$ cat src/rtl/uart_pkg.sv
// Shared UART receive definitions: FSM encoding, shift-register width,
// data-length and parity-sense constants, and the frame-length helper.
package uart_pkg;

    typedef enum logic [1:0] {
        IDLE  = 2'd0,
        START = 2'd1,
        DATA  = 2'd2
    } rx_state_t;

    localparam int SR_W       = 10;
    localparam int DATA_LEN_7 = 7;
    localparam int DATA_LEN_8 = 8;

    localparam logic ODD  = 1'b1;
    localparam logic EVEN = 1'b0;

    // Bits sampled after the start bit: data + optional parity + stop
    function automatic logic [3:0] frame_len(input logic eight, input logic pen);
        return 4'(eight ? DATA_LEN_8 : DATA_LEN_7) + {3'b000, pen} + 4'd1;
    endfunction

endpackage

$ cat src/rtl/uart_rx_engine_rx_sync.sv
// Multi-flop synchronizer for the asynchronous rx line; flops reset to 1
// so the idle-high line never looks like a start bit coming out of reset.
module rx_sync #(
    parameter int STAGES = 2
) (
    input  logic clk,
    input  logic reset,
    input  logic d,
    output logic q
);

    logic [STAGES-1:0] ff;

    always_ff @(posedge clk) begin
        if (reset)
            ff <= '1;
        else
            ff <= {ff[STAGES-2:0], d};
    end

    assign q = ff[STAGES-1];

endmodule

$ cat src/rtl/uart_rx_engine.sv
// UART receive engine: start detect, bit-time counter control, 7/8-bit data
// with optional parity and stop check. Optional overrun flag via RX_OVERRUN_EN.
module uart_rx_engine
    import uart_pkg::*;
#(
    parameter int SYNC_STAGES = 2
) (
    input  logic       clk,
    input  logic       reset,
    input  logic       rx,
    input  logic       eight,
    input  logic       pen,
    input  logic       ohel,
    input  logic       BTU,
    input  logic       rx_clr,
    output logic       start,
    output logic       doIt,
    output logic [7:0] rx_data,
    output logic       rx_rdy,
    output logic       perr,
    output logic       ferr,
    output logic       ovf
);

    rx_state_t       state;
    logic            rx_s;
    logic [3:0]      bit_cnt;
    logic [SR_W-1:0] shreg;
    logic [SR_W-1:0] new_shreg;
    logic [SR_W-1:0] frame;
    logic            eight_q;
    logic            pen_q;
    logic            ohel_q;
    logic [3:0]      n_len;
    logic [7:0]      data_bits;
    logic            par_bit;
    logic            stop_bit;
    logic            par_err;
    logic            last_bit;

    rx_sync #(.STAGES(SYNC_STAGES)) u_sync (
        .clk   (clk),
        .reset (reset),
        .d     (rx),
        .q     (rx_s)
    );

    // The frame is right-aligned from the post-shift value so completion
    // can happen in the same edge as the final sample.
    always_comb begin
        n_len     = frame_len(eight_q, pen_q);
        new_shreg = {rx_s, shreg[SR_W-1:1]};
        frame     = new_shreg >> (4'(SR_W) - n_len);
        data_bits = eight_q ? frame[7:0] : {1'b0, frame[6:0]};
        par_bit   = frame[n_len - 4'd2];
        stop_bit  = frame[n_len - 4'd1];
        par_err   = pen_q & ((^data_bits ^ par_bit) != ohel_q);
        last_bit  = (state == DATA) && BTU && (bit_cnt == n_len - 4'd1);
    end

    always_ff @(posedge clk) begin
        if (reset) begin
            state   <= IDLE;
            start   <= 1'b0;
            doIt    <= 1'b0;
            bit_cnt <= 4'd0;
            shreg   <= '0;
            eight_q <= 1'b0;
            pen_q   <= 1'b0;
            ohel_q  <= EVEN;
            rx_data <= 8'h00;
            rx_rdy  <= 1'b0;
            perr    <= 1'b0;
            ferr    <= 1'b0;
        end else begin
            if (rx_clr) begin
                rx_rdy <= 1'b0;
                perr   <= 1'b0;
                ferr   <= 1'b0;
            end
            case (state)
                IDLE: begin
                    start <= 1'b0;
                    doIt  <= 1'b0;
                    if (!rx_s) begin
                        state   <= START;
                        start   <= 1'b1;
                        doIt    <= 1'b1;
                        eight_q <= eight;
                        pen_q   <= pen;
                        ohel_q  <= ohel;
                    end
                end
                START: begin
                    if (BTU) begin
                        start <= 1'b0;
                        if (rx_s) begin
                            state <= IDLE;
                            doIt  <= 1'b0;
                        end else begin
                            state   <= DATA;
                            bit_cnt <= 4'd0;
                        end
                    end
                end
                DATA: begin
                    if (BTU) begin
                        shreg   <= new_shreg;
                        bit_cnt <= bit_cnt + 4'd1;
                    end
                    // Completion overrides a coincident rx_clr
                    if (last_bit) begin
                        state   <= IDLE;
                        doIt    <= 1'b0;
                        rx_data <= data_bits;
                        perr    <= par_err;
                        ferr    <= ~stop_bit;
                        rx_rdy  <= 1'b1;
                    end
                end
                default: begin
                    state <= IDLE;
                    start <= 1'b0;
                    doIt  <= 1'b0;
                end
            endcase
        end
    end

`ifdef RX_OVERRUN_EN
    always_ff @(posedge clk) begin
        if (reset)
            ovf <= 1'b0;
        else if (rx_clr)
            ovf <= 1'b0;
        else if (last_bit && rx_rdy)
            ovf <= 1'b1;
    end
`else
    assign ovf = 1'b0;
`endif

endmodule

$ cat config.mk
export PLATFORM = sky130hd
export DESIGN_NAME = uart_rx_engine
export DESIGN_NICKNAME = d
export VERILOG_FILES = /design/src/rtl/uart_pkg.sv /design/src/rtl/uart_rx_engine_rx_sync.sv /design/src/rtl/uart_rx_engine.sv
export SDC_FILE = /design/constraint.sdc
export NUM_CORES = 1
export LEC_CHECK = 0
export ABC_CLOCK_PERIOD_IN_PS = 6600
export BUFFER_PORTS_ARGS = -buffer_cell sky130_fd_sc_hd__buf_2
export CELL_PAD_IN_SITES_DETAIL_PLACEMENT = 1
export CELL_PAD_IN_SITES_GLOBAL_PLACEMENT = 1
export CORE_AREA = 5 5 103 76
export DETAILED_ROUTE_END_ITERATION = 6
export DIE_AREA = 0 0 108 81
export GPL_TIMING_DRIVEN = 0
export PLACE_DENSITY_LB_ADDON = 0.12
export SETUP_SLACK_MARGIN = 0.4
export SLEW_MARGIN = 30
export SYNTH_ARGS = -nofsm -noshare
export SYNTH_HDL_FRONTEND = slang
export SYNTH_HIERARCHICAL = 1
export SYNTH_SLANG_ARGS = --single-unit
$ cat constraint.sdc
create_clock -name clk -period 6.6 [get_ports clk]
set_clock_uncertainty 0.1 [all_clocks]
set_input_delay 0 -clock clk [delete_from_list [all_inputs] [get_ports clk]]
set_output_delay 0 -clock clk [all_outputs]
set_load 0.02 [all_outputs]
==> results.cfg <==
[run_status]
run_status = finished clean

[logic_synthesis]
synth_async_sr_flop_share = 0
yosysWarnings = 6
syn-num-nets = 245
syn-cell-area_um2 = 1960
ys_types = 46
ys.flop_type = dfxtp_1
synth_enable_flop_cells = 0
synth_cells = 231
synth.avg_cell_area_um2 = 8.49
ys_ff_latch = 33
yosysSeqAreaShare = 0.337

[die]
pin_count = 22
dieArea_um2 = 8750
num_rows = 25
die_w_um = 108
die_h_um = 81
initial_core_util = 0.296
coreArea_um2 = 6630

[finish]
synthToLayoutAreaGrowth_pct = 21.5
drive_above_1_share = 0.150
final_common_cell = dfxtp_1
multiInputGateArea_um2 = 1180
layout_common_cells = dfxtp_1 (33), nand2_1 (28), nor2_1 (27), buf_2 (23), a21oi_1 (21)
fillCellCount = 831
diodes = 0
finish.utilization = 0.359
seqCellArea_um2 = 661
fin_nets = 279

[worst_setup_path]
cp.arrival_ns = 3.32
path_class = reg -> reg
crit_path_max_fanout = 10
cp-end-kind = register
start_kind = register
required_ns = 6.70

[clock_network]
h-tree-depth = 2
cts-root-buf = clkbuf_8
clockBufferDepth = 2
cts.clk_slew.worst_paths_ns = 0.08
postCtsSetupBuffers = 0
hold_buffers = 7
cts_tree = yes
cts_buffers = 5
clock_latency_ns = 0.29
cts.sinks = 33
ctsResizeCount = 0

[drt]
dr.pass1.iters = 4
vias = 1759
antenna_left = 0
via_per_inst = 4.89
post-route-drc-count = 0
detail_route.iter0.violations = 70
drt_wl_total_mm = 5.70
wire_per_inst_um = 15.8

[place]
place.gp.congestion = 0.740
dp_hpwl_mm = 4.25
portBuffers = 20

[grt]
grt_usage = 0.140
grt_pass1_wl_mm = 9.57
grt_pass1_vias = 1826
grt_max_degree = 12
antenna_found_initial = 0
grt_overflow = 0

[timing]
slew_headroom = 0.579
rsz0062_at_grt = false
fin_crit_ns = 3.22
fin_tns_setup_ns = 0
fin_crit_sh = 0.488
setup_violations = 0
slew_violations = 0
finalHoldViolations = 0
worst_hold_slack_ns = 0.0496
tightest_slew_ns = 0.627
fmax_mhz = 310

[power]
p_per_area_nw_per_um2 = 205
power.leakage_nw = 0.973
ir_worst_vdd_mv = 0.0706

[hold_path]
hold_path_class = in -> reg

[job]
cap_violations = 0
==> worst paths after layout <==
check | slack [ns] | cells past startpoint | endpoint | startpoint
worst max-delay path | 3.38 | 9 | perr | eight_q
worst min-delay path | 0.05 | 4 | doIt | BTU
worst max register to register | 3.38 | 9 | perr | eight_q
worst min register to register | 0.33 | 1 | u_sync/ff[1] | u_sync/ff[0]
==> registers in the layout (all words and copies together) (netlist names) <==
signal / count
shreg: 9
rx_data: 8
bit_cnt: 4
state: 2
u_sync/ff: 2
doIt: 1
eight_q: 1
ferr: 1
ohel_q: 1
pen_q: 1
perr: 1
rx_rdy: 1
start: 1
==> report_power, final <==
group	internal [W]	switching (W)	leakage, nW
registers	0.000201	0.00000166	0.267
logic	0.0000221	0.0000282	0.638
clock network	0.000150	0.0000857	0.0681
total	0.000373	0.000116	0.973
==> layout make-up <==
class	count	share of cell area
clock inverter	3	0.0273
inverter	8	0.0126
timing repair buffer	27	0.0714
sequential	33	0.277
clock buffer	5	0.0289
multi-input combinational	174	0.497
tap	94	0.0494
buffer	16	0.0362
==> layer usage <==
layer  vias up  share of wire  GRT usage
met5         -              0          0
met2        20           0.44      0.217
met1       855           0.53      0.198
met4         0         0.0082     0.0328
met3         7          0.031     0.0318
li1        877              -          -
==> synth_stat cells (3+ instances only) <==
| library cell | n | area (µm²) |
|---|---|---|
| a211o_1 | 3 | 26.3 |
| xor2_1 | 5 | 43.8 |
| nand3b_1 | 4 | 30.0 |
| nor2b_1 | 3 | 18.8 |
| xnor2_1 | 7 | 61.3 |
| ha_1 | 6 | 75.1 |
| o21ai_0 | 7 | 35.0 |
| nor3_1 | 7 | 35.0 |
| clkbuf_1 | 9 | 33.8 |
| inv_1 | 8 | 30.0 |
| dfxtp_1 | 33 | 661 |
| buf_2 | 3 | 15.0 |
| a21oi_1 | 21 | 105 |
| nor2_1 | 27 | 101 |
| a211oi_1 | 3 | 22.5 |
| nand2_1 | 28 | 105 |
| mux2i_1 | 14 | 140 |
==> worst max-delay path, cell delays in order (launching register included) <==
cell	delay (ns)
dfxtp_1	0.51
inv_1	0.13
ha_1	0.43
buf_4	0.24
nand2_1	0.21
or4b_1	0.56
o211ai_1	0.13
xnor2_1	0.17
xnor3_1	0.45
o41ai_2	0.20
==> cell families after synthesis <==
group                    after synthesis  share of synthesized area
multiplexers                          21                      0.137
other                                  1                    0.00191
buffers and inverters                 24                     0.0593
AO/OA/AOI/OAI                         50                      0.165
AND/OR/NAND/NOR                       83                      0.197
XOR/XNOR                              13                     0.0651
flip-flops                            33                      0.337
adder cells (fa/ha/maj)                6                     0.0383
==> stage by stage <==
| stage | instances | worst slack [ns] | cell area [µm²] | total power (W) |
|---|---|---|---|---|
| 3_3_place_gp | 345 | 3.39 | 2180 | 0.000254 |
| 3_5_place_dp | 345 | 3.35 | 2180 | 0.000255 |
| 6_report | 360 | 3.38 | 2380 | 0.000489 |
| 4_1_cts | 360 | 3.33 | 2380 | 0.000492 |
| 2_1_floorplan | 231 | 3.80 | 1960 | 0.000241 |
| 5_1_grt | 360 | 3.08 | 2380 | 0.000510 |
Power figures use the tool's default switching activity.
